**src/rtl/alert_scheduler_pkg.sv**
```systemverilog
// Shared encodings, beep timing constants and helpers for the alert scheduler.
package alert_scheduler_pkg;

  localparam logic [1:0] SRC_NONE  = 2'd0;
  localparam logic [1:0] SRC_ALARM = 2'd1;
  localparam logic [1:0] SRC_TIMER = 2'd2;
  localparam logic [1:0] SRC_CHIME = 2'd3;

  // The state encoding doubles as the src output, so src is just the state register.
  typedef enum logic [1:0] {
    ST_IDLE  = SRC_NONE,
    ST_ALARM = SRC_ALARM,
    ST_TIMER = SRC_TIMER,
    ST_CHIME = SRC_CHIME
  } state_e;

  localparam int LEN_W  = 4;
  localparam int BEEP_W = 4;

  localparam logic [LEN_W-1:0] ALARM_ON_TICKS  = LEN_W'(1);
  localparam logic [LEN_W-1:0] ALARM_OFF_TICKS = LEN_W'(1);
  localparam logic [LEN_W-1:0] TIMER_ON_TICKS  = LEN_W'(2);
  localparam logic [LEN_W-1:0] TIMER_OFF_TICKS = LEN_W'(2);
  localparam logic [LEN_W-1:0] CHIME_ON_TICKS  = LEN_W'(1);
  localparam logic [LEN_W-1:0] CHIME_OFF_TICKS = LEN_W'(1);

  typedef struct packed {
    logic [LEN_W-1:0]  on_len;
    logic [LEN_W-1:0]  off_len;
    logic [BEEP_W-1:0] beeps;
    logic              endless;
  } beep_cfg_t;

  function automatic int clog2(input int value);
    int result;
    result = 0;
    while ((1 << result) < value) result++;
    return result;
  endfunction

endpackage

```
**src/rtl/alert_scheduler_beep_pattern_gen.sv**
```systemverilog
// Beep pattern generator: on/off phases counted in tick_10hz, fixed or endless beep count.
module alert_scheduler_beep_pattern_gen
  import alert_scheduler_pkg::*;
(
  input  logic              clk,
  input  logic              rst_n,
  input  logic              phase_rst,
  input  logic              run,
  input  logic              tick,
  input  logic [LEN_W-1:0]  on_len,
  input  logic [LEN_W-1:0]  off_len,
  input  logic [BEEP_W-1:0] beep_cnt,
  input  logic              endless,
  output logic              buzz,
  output logic              done_p
);

  logic              level_q, level_d;
  logic [LEN_W-1:0]  len_cnt_q, len_cnt_d;
  logic [BEEP_W-1:0] beep_q, beep_d;
  logic [LEN_W-1:0]  cur_len;
  logic [LEN_W-1:0]  len_next;

  assign cur_len  = level_q ? on_len : off_len;
  assign len_next = len_cnt_q + LEN_W'(1);

  // Built from flops and the current config only, so the parent may steer state from it.
  assign done_p = tick & ~level_q & ~endless & (len_next >= off_len)
                & ((beep_q + BEEP_W'(1)) >= beep_cnt);

  // NOTE: every always_comb output gets a default first so no path can infer a latch.
  always_comb begin
    level_d   = level_q;
    len_cnt_d = len_cnt_q;
    beep_d    = beep_q;
    if (phase_rst) begin
      level_d   = run;
      len_cnt_d = '0;
      beep_d    = '0;
    end else if (!run) begin
      level_d   = 1'b0;
      len_cnt_d = '0;
      beep_d    = '0;
    end else if (tick) begin
      if (len_next >= cur_len) begin
        len_cnt_d = '0;
        level_d   = ~level_q;
        if (!level_q && !endless && beep_q != '1) beep_d = beep_q + BEEP_W'(1);
      end else begin
        len_cnt_d = len_next;
      end
    end
  end

  // NOTE: sequential state uses non-blocking assignments only; blocking here would race.
  always_ff @(posedge clk or negedge rst_n) begin
    if (!rst_n) begin
      level_q   <= 1'b0;
      len_cnt_q <= '0;
      beep_q    <= '0;
    end else begin
      level_q   <= level_d;
      len_cnt_q <= len_cnt_d;
      beep_q    <= beep_d;
    end
  end

  assign buzz = level_q;

endmodule

```
**src/rtl/alert_scheduler.sv**
```systemverilog
// Shares the buzzer between alarm, timer expiry and hourly chime with snooze and auto-timeout.
module alert_scheduler
  import alert_scheduler_pkg::*;
#(
  parameter int RING_TIMEOUT_S = 60,
  parameter int SNOOZE_S       = 300,
  parameter int TIMER_BEEPS    = 4,
  parameter int CHIME_BEEPS    = 2
) (
  input  logic       clk,
  input  logic       rst_n,
  input  logic       tick_10hz,
  input  logic       tick_1hz,
  input  logic       alarm_ringing,
  input  logic       timer_done_p,
  input  logic       chime_p,
  input  logic       stop_p,
  input  logic       snooze_p,
  input  logic       clear_p,
  output logic       buzzer,
  output logic [1:0] src,
  output logic       alarm_stop_p,
  output logic       snooze_active
);

  localparam int SN_W = clog2(SNOOZE_S + 1);
  localparam int TO_W = clog2(RING_TIMEOUT_S + 1);

  state_e          state_q, state_d;
  logic            alarm_d1_q, alarm_d1_d;
  logic            alarm_stop_q, alarm_stop_d;
  logic            snooze_active_q, snooze_active_d;
  logic [SN_W-1:0] snooze_cnt_q, snooze_cnt_d;
  logic            timer_pend_q, timer_pend_d;
  logic [TO_W-1:0] to_cnt_q, to_cnt_d;

  logic            alarm_rise, snooze_fire, alarm_req, timeout;
  logic            beep_done;
  beep_cfg_t       cfg;

  assign alarm_rise  = alarm_ringing & ~alarm_d1_q;
  assign snooze_fire = snooze_active_q & ~clear_p
                     & ((snooze_cnt_q == '0) | (tick_1hz & (snooze_cnt_q == SN_W'(1))));
  assign alarm_req   = alarm_rise | snooze_fire;
  assign timeout     = (state_q == ST_ALARM) & tick_1hz
                     & (to_cnt_q == TO_W'(RING_TIMEOUT_S - 1));

  always_comb begin
    state_d         = state_q;
    alarm_d1_d      = alarm_ringing;
    alarm_stop_d    = 1'b0;
    snooze_active_d = snooze_active_q;
    snooze_cnt_d    = snooze_cnt_q;
    timer_pend_d    = timer_pend_q;
    to_cnt_d        = to_cnt_q;

    if (snooze_active_q && tick_1hz && snooze_cnt_q != '0) snooze_cnt_d = snooze_cnt_q - SN_W'(1);
    if (clear_p) begin
      snooze_active_d = 1'b0;
      timer_pend_d    = 1'b0;
    end
    if (state_q == ST_ALARM && tick_1hz && to_cnt_q != TO_W'(RING_TIMEOUT_S))
      to_cnt_d = to_cnt_q + TO_W'(1);

    case (state_q)
      ST_IDLE: begin
        if (alarm_req) begin
          state_d = ST_ALARM;
          if (timer_done_p) timer_pend_d = 1'b1;
        end else if (timer_done_p || timer_pend_d) begin
          state_d      = ST_TIMER;
          timer_pend_d = 1'b0;
        end else if (chime_p) begin
          state_d = ST_CHIME;
        end
      end
      ST_ALARM: begin
        if (timer_done_p) timer_pend_d = 1'b1;
        if (stop_p) begin
          state_d         = ST_IDLE;
          alarm_stop_d    = 1'b1;
          snooze_active_d = 1'b0;
        end else if (snooze_p) begin
          state_d         = ST_IDLE;
          alarm_stop_d    = 1'b1;
          snooze_active_d = 1'b1;
          snooze_cnt_d    = SN_W'(SNOOZE_S);
        end else if (timeout) begin
          state_d      = ST_IDLE;
          alarm_stop_d = 1'b1;
        end
      end
      ST_TIMER: begin
        if (timer_done_p) timer_pend_d = 1'b1;
        if (alarm_req) begin
          state_d = ST_ALARM;
        end else if (stop_p) begin
          state_d      = ST_IDLE;
          timer_pend_d = 1'b0;
        end else if (beep_done) begin
          state_d = ST_IDLE;
        end
      end
      ST_CHIME: begin
        if (alarm_req) begin
          state_d = ST_ALARM;
          if (timer_done_p) timer_pend_d = 1'b1;
        end else if (stop_p) begin
          state_d      = ST_IDLE;
          timer_pend_d = 1'b0;
        end else if (timer_done_p || timer_pend_d) begin
          state_d      = ST_TIMER;
          timer_pend_d = 1'b0;
        end else if (beep_done) begin
          state_d = ST_IDLE;
        end
      end
      default: state_d = ST_IDLE;
    endcase

    // Any ALARM entry restarts the timeout and supersedes a running snooze.
    if (state_d == ST_ALARM && state_q != ST_ALARM) begin
      to_cnt_d        = '0;
      snooze_active_d = 1'b0;
    end
  end

  always_comb begin
    cfg = '{on_len: ALARM_ON_TICKS, off_len: ALARM_OFF_TICKS, beeps: '0, endless: 1'b1};
    case (state_q)
      ST_TIMER: cfg = '{on_len: TIMER_ON_TICKS, off_len: TIMER_OFF_TICKS,
                        beeps: BEEP_W'(TIMER_BEEPS), endless: 1'b0};
      ST_CHIME: cfg = '{on_len: CHIME_ON_TICKS, off_len: CHIME_OFF_TICKS,
                        beeps: BEEP_W'(CHIME_BEEPS), endless: 1'b0};
      default:  cfg = '{on_len: ALARM_ON_TICKS, off_len: ALARM_OFF_TICKS,
                        beeps: '0, endless: 1'b1};
    endcase
  end

  // Pattern restarts on every state change; buzzer follows the next state so it is 1 on entry.
  alert_scheduler_beep_pattern_gen u_beep_pattern_gen (
    .clk       (clk),
    .rst_n     (rst_n),
    .phase_rst (state_d != state_q),
    .run       (state_d != ST_IDLE),
    .tick      (tick_10hz),
    .on_len    (cfg.on_len),
    .off_len   (cfg.off_len),
    .beep_cnt  (cfg.beeps),
    .endless   (cfg.endless),
    .buzz      (buzzer),
    .done_p    (beep_done)
  );

  always_ff @(posedge clk or negedge rst_n) begin
    if (!rst_n) begin
      state_q         <= ST_IDLE;
      alarm_d1_q      <= 1'b0;
      alarm_stop_q    <= 1'b0;
      snooze_active_q <= 1'b0;
      snooze_cnt_q    <= '0;
      timer_pend_q    <= 1'b0;
      to_cnt_q        <= '0;
    end else begin
      state_q         <= state_d;
      alarm_d1_q      <= alarm_d1_d;
      alarm_stop_q    <= alarm_stop_d;
      snooze_active_q <= snooze_active_d;
      snooze_cnt_q    <= snooze_cnt_d;
      timer_pend_q    <= timer_pend_d;
      to_cnt_q        <= to_cnt_d;
    end
  end

  assign src           = state_q;
  assign alarm_stop_p  = alarm_stop_q;
  assign snooze_active = snooze_active_q;

endmodule

```
**config.mk**
```make
export PLATFORM = sky130hd
export DESIGN_NAME = alert_scheduler
export DESIGN_NICKNAME = d
export VERILOG_FILES = /design/src/rtl/alert_scheduler_pkg.sv /design/src/rtl/alert_scheduler_beep_pattern_gen.sv /design/src/rtl/alert_scheduler.sv
export SDC_FILE = /design/constraint.sdc
export NUM_CORES = 1
export LEC_CHECK = 0
export CAP_MARGIN = 20
export CELL_PAD_IN_SITES_DETAIL_PLACEMENT = 2
export CELL_PAD_IN_SITES_GLOBAL_PLACEMENT = 2
export CORE_MARGIN = 1.5
export CORE_UTILIZATION = 35
export DETAILED_ROUTE_END_ITERATION = 8
export GPL_TIMING_DRIVEN = 1
export PLACE_DENSITY = 0.78
export REMOVE_ABC_BUFFERS = 1
export SLEW_MARGIN = 10
export SYNTH_ARGS = -nofsm -noshare
export SYNTH_HDL_FRONTEND = slang
export SYNTH_SLANG_ARGS = --single-unit
```
**constraint.sdc**
```tcl
create_clock -name clk -period 3.6 [get_ports clk]
set_input_delay 0.72 -clock clk [delete_from_list [all_inputs] [get_ports clk]]
set_output_delay 0.72 -clock clk [all_outputs]
set_load 0.01 [all_outputs]
```
# --- After elaboration in Yosys (flattened, before gate mapping) ---
# Index checks and enable logic that the tools add are counted.
op_classes:
  add_sub_neg: 4
  order_cmp: 3
  eq_ne: 13
  n_mux: 52
  bitwise_logic: 16
  reduce_logical: 17
ops:
  columns: ["op", "count"]
  rows:
  - ["$mux 4", 10]
  - ["$mux 9", 4]
  - ["$mux 2", 12]
  - ["$pmux 11 s2", 1]
  - ["$mux 1", 21]
  - ["$ge 4x4->1", 3]
  - ["$mux 6", 2]
  - ["$and 1x1->1", 10]
  - ["$eq 9x1->1 const B", 1]
  - ["$logic_not 9->1", 1]
  - ["$ne 3x2->1 const B", 3]
  - ["$reduce_bool 9->1", 1]
  - ["$sub 9x1->9 const B", 1]
  - ["$add 4x1->4 const B", 2]
  - ["$pmux 2 s4", 1]
  - ["$logic_and 1x1->1", 7]
  - ["$add 6x1->6 const B", 1]
  - ["$eq 6x6->1 const B", 1]
  - ["$ne 6x6->1 const B", 1]
  - ["$eq 2x1->1 const B", 2]
  - ["$eq 2x2->1 const B", 2]
  - ["$ne 4x4->1 const B", 1]
  - ["$not 1->1", 4]
  - ["$pmux 1 s4", 1]
  - ["9 further kinds", 12]
totals:
  ff_bits: 30
  inputBits: 10
  output_inout_bits: 5

# --- Depth between registers and ports, before layout ---
logic_depth:
  ltp_word: 14
  depth_mapped: 11
  depth_no_buf: 9

# --- Cells and area by module ---
# From an unflattened synthesis, not the netlist that was laid out.
hier_totals:
  cells_unflattened: 222
  hier_area_um2: 2153.3
by_module_without_submodules:
  columns: ["module", "n_inst", "cells_per_inst", "area_each_um2"]
  rows:
  - ["alert_scheduler", 1, 130, 1267.5]
  - ["alert_scheduler_beep_pattern_gen", 1, 92, 885.8]

# --- Worst setup path before layout ---
# OpenSTA, ideal clock, no wires.
synth_timing:
  kind: "register to register"
  start: "register state_q[0] (netlist: src[0])"
  end: "register u_beep_pattern_gen.level_q (netlist: u_beep_pattern_gen.buzz)"
  setup_time_ps: 129
  t_arrival_ps: 2311
  setup_slack_ps: 1160
  path_stages_with_launch: 12
  n_path_buf: 2
  synth_period_minus_slack_ps: 2440
  cell_sequence: "dfrtp_1 clkbuf_2 inv_1 nand2_1 ha_1 nand2b_1 a211oi_1 a21oi_1 a21bo_4 buf_6 o211ai_4 o32ai_2"
synth_between:
  elab_chain_len: 14
  elab_cells_between_ends: 35
  classes_between: "order compare: 3; eq/ne: 6; mux: 17; bitwise: 6; reduce/logical: 3"
synth_lines:
  columns: ["element", "line_no", "source"]
  rows:
  - ["start: declaration", "alert_scheduler.sv:29", "state_e state_q, state_d;"]
  - ["start signal: assignment", "alert_scheduler.sv:165", "state_q <= state_d;"]
  - ["branches (longest 14 deep; another with $ge 4x4->1)", null, null]
  - ["end signal: assignment", "alert_scheduler_beep_pattern_gen.sv:62", "level_q <= level_d;"]
  - ["end: declaration", "alert_scheduler_beep_pattern_gen.sv:18", "logic level_q, level_d;"]
# Parallel ways; which one is timed is not known.
# A chain may end at the register's enable or synchronous reset.

# --- Worst setup path after layout ---
# Ends and elaborated chain as after synthesis.

==> impl_metrics.ini <==
[power]
p_total_mw = 1.366
internal_power_uw = 822.5
switching_share_pct = 39.78
p_comb_share_pct = 40.2
powerDensity_mw_per_mm2 = 634.3
netSwitchingPower_uw = 543.3
ir_worst_vdd_mv = 0.2637
pwr-share-clk_pct = 20.8
p_leak_nw = 0.9105
p_seq_share_pct = 39.0

[outcome]
status = complete, no violations

[timing]
setup_ws_ns = 0.9241
report.final.setup_viol = 0
final-max-slew-violation-count = 0
slew_headroom_pct = 63.80
setup_tns_ns = 0
worstMarginPinSlew_ns = 0.5430
final.setup_skew_ns = 0.005460
hold_slack_ns = 0.5307
rsz0062_at_grt = false
hold_viol_final = 0
finalCritPeriodShare_pct = 74.33
timing.final.crit_period_ns = 2.676
fmax_ghz = 0.3737

[floorplan]
io_pins = 15
die-height_um = 75.94
core_area_mm2 = 0.005107
rows = 26
dieArea_mm2 = 0.005766
initial_utilization_pct = 36.45
fp.dieW_um = 75.94

[detailed_routing]
drcViolationCount = 0
vias_per_cell = 5.198
post_drt_wl_per_cell_um = 16.77
ant_nets = 0
via_count = 1471
m1WireLength_um = 1941
met3_length_um = 111
wirelength_um = 4747
top_layer = met4
drtIter0Drc = 35
dr_wl_met2_um = 2625
dr.pass1.iters = 4

[logic_synthesis]
yosys_warnings = 0
ys_seq_elements = 30
avgSynthCellArea_um2 = 9.597
synth_cells = 194
yosysSeqAreaShare_pct = 40.32
syn_area_mm2 = 0.001862
yosysTopAreaCellShare_pct = 40.32
ys_types = 51
synth.largest_area_cell = dfrtp_1
yosys_most_used_dff = dfrtp_1
synth-edff-count = 0
synth_common_cells = dfrtp_1 (30), nand2_1 (23), nor2_1 (22), ha_1 (11), inv_1 (11)
async_flop_share_pct = 100.0
yosysMostFrequentCell = dfrtp_1
ys_top_cells_by_area = dfrtp_1 (40%), ha_1 (7.4%), xor2_1 (4.7%)

[placed_design]
dpl_worst_slack_ns = 0.8778
dpl.cell_count = 275
dpl_cell_area_mm2 = 0.002062
globalplace.congestion = 0.7713
io_buffers = 14
hpwl_um = 3709

[worst_setup_path]
critical_path_required_ns = 3.80
arrival_ns = 2.87
r2r_setup_slack_ns = 0.92
crit_type = reg -> reg
worstSetupEndpointType = flip-flop
start_kind = flip-flop
reg2regPathDepth = 9
cp_max_fo = 11

[final_layout]
final-seq-area_um2 = 750.7
diodes = 0
n_fill_cell = 604
final_cell_area_mm2 = 0.002153
syn_to_final_growth_pct = 15.66
layout.nets = 233
layoutNonFillerInstCount = 283
multi_input_comb_area_mm2 = 0.001035
drive_above_1_share_pct = 11.74
utilization_pct = 42.16

[run]
drv_cap = 0

[global_routing]
antenna_found_initial = 0
grt_pass1_wl_um = 8300
grt_max_degree = 31
grt_pass1_vias = 1710
grt_usage_pct = 18.48
grt-ovfl-total = 0

[clock_tree]
postCtsSetupBuffers = 0
cts_tree = yes
cts_resized = 0
cts.clk_slew.worst_paths_ns = 0.07
htreeDepth = 2
cts_buffer_depth = 2
numCtsBuffers = 5
ctsHoldBuffers = 0
cts-root-buf = clkbuf_8
clk_latency_ns = 0.29
clock_sinks = 30

[min_path]
holdPathStages = 2
hold_path.class = reg -> reg
kinds of logic after synthesis:
| group | Yosys count | synth area share, % |
|---|---|---|
| compound gates | 30 | 13.84 |
| simple gates | 90 | 25.81 |
| xor+xnor | 17 | 7.997 |
| mux | 1 | 0.5377 |
| buf+inv | 15 | 4.099 |
| flops | 30 | 40.32 |
| fa+ha+maj | 11 | 7.392 |
layout make-up:
| cell class | instances | share of cell area [%] |
|---|---|---|
| clock buffers | 7 | 4.009 |
| inverters | 11 | 1.917 |
| repair buffers | 15 | 6.856 |
| well taps | 70 | 4.067 |
| multi-input cells | 149 | 48.05 |
| clock inverters | 1 | 0.2324 |
| flip-flops and latches | 30 | 34.86 |
power groups by stage:
stage / clock network [mW] / registers, mW / logic, mW
final: 0.283 / 0.533 / 0.550
after global routing: 0.313 / 0.553 / 0.617
after CTS: 0.300 / 0.534 / 0.565
after detailed placement: 0 / 0.539 / 0.557
after global placement: 0 / 0.528 / 0.520
after floorplan: 0 / 0.521 / 0.371
worst max-delay path, stage by stage (launching register included):
cell      delay, ns
dfrtp_1        0.49
inv_1          0.17
nand2_1        0.13
ha_1           0.29
nand2b_1       0.15
a211oi_1       0.40
a21oi_1        0.27
a21bo_4        0.32
o2111a_1       0.26
o32ai_2        0.12
cells in the final DEF (no fill, tap or decap), types with 2 or more instances in the layout:
master / count
o21ai_0: 2
or2_2: 2
nand2b_1: 5
nor3_1: 4
xor2_1: 10
inv_1: 11
ha_1: 11
nand3b_1: 2
dfrtp_1: 30
nand2_1: 23
nand3_1: 7
and2_1: 2
a21oi_1: 9
xnor2_1: 7
clkbuf_8: 6
or4_4: 2
clkdlybuf4s50_1: 14
o31ai_1: 2
nand4_1: 3
or3_1: 2
nor2_1: 22
nor3b_1: 2
or3_2: 2
a211oi_1: 2
nor4_1: 3
final timing paths:
path	from	endpoint
max in group asynchronous	rst_n	to_cnt_q[3]
worst min register to register	snooze_cnt_q[5]	snooze_cnt_q[5]
worst min-delay path	snooze_cnt_q[5]	snooze_cnt_q[5]
worst max-delay path	src[0]	u_beep_pattern_gen.buzz
min in group asynchronous	rst_n	u_beep_pattern_gen.beep_q[2]
worst max register to register	src[0]	u_beep_pattern_gen.buzz
registers in the layout, summed over array words and instances (netlist names):
signal and cells:
to_cnt_q 6, src 2, u_beep_pattern_gen.beep_q 4, timer_pend_q 1, alarm_d1_q 1, snooze_cnt_q 9
u_beep_pattern_gen.len_cnt_q 4, snooze_active 1, alarm_stop_p 1, u_beep_pattern_gen.buzz 1
metal layers:
metal  GRT usage, %  vias up
li1               -      709
met1          20.41      741
met2          34.77       14
met3          3.735        7
met4          6.667        0
met5              0        -
No activity file was read; power rests on OpenSTA's default activity.
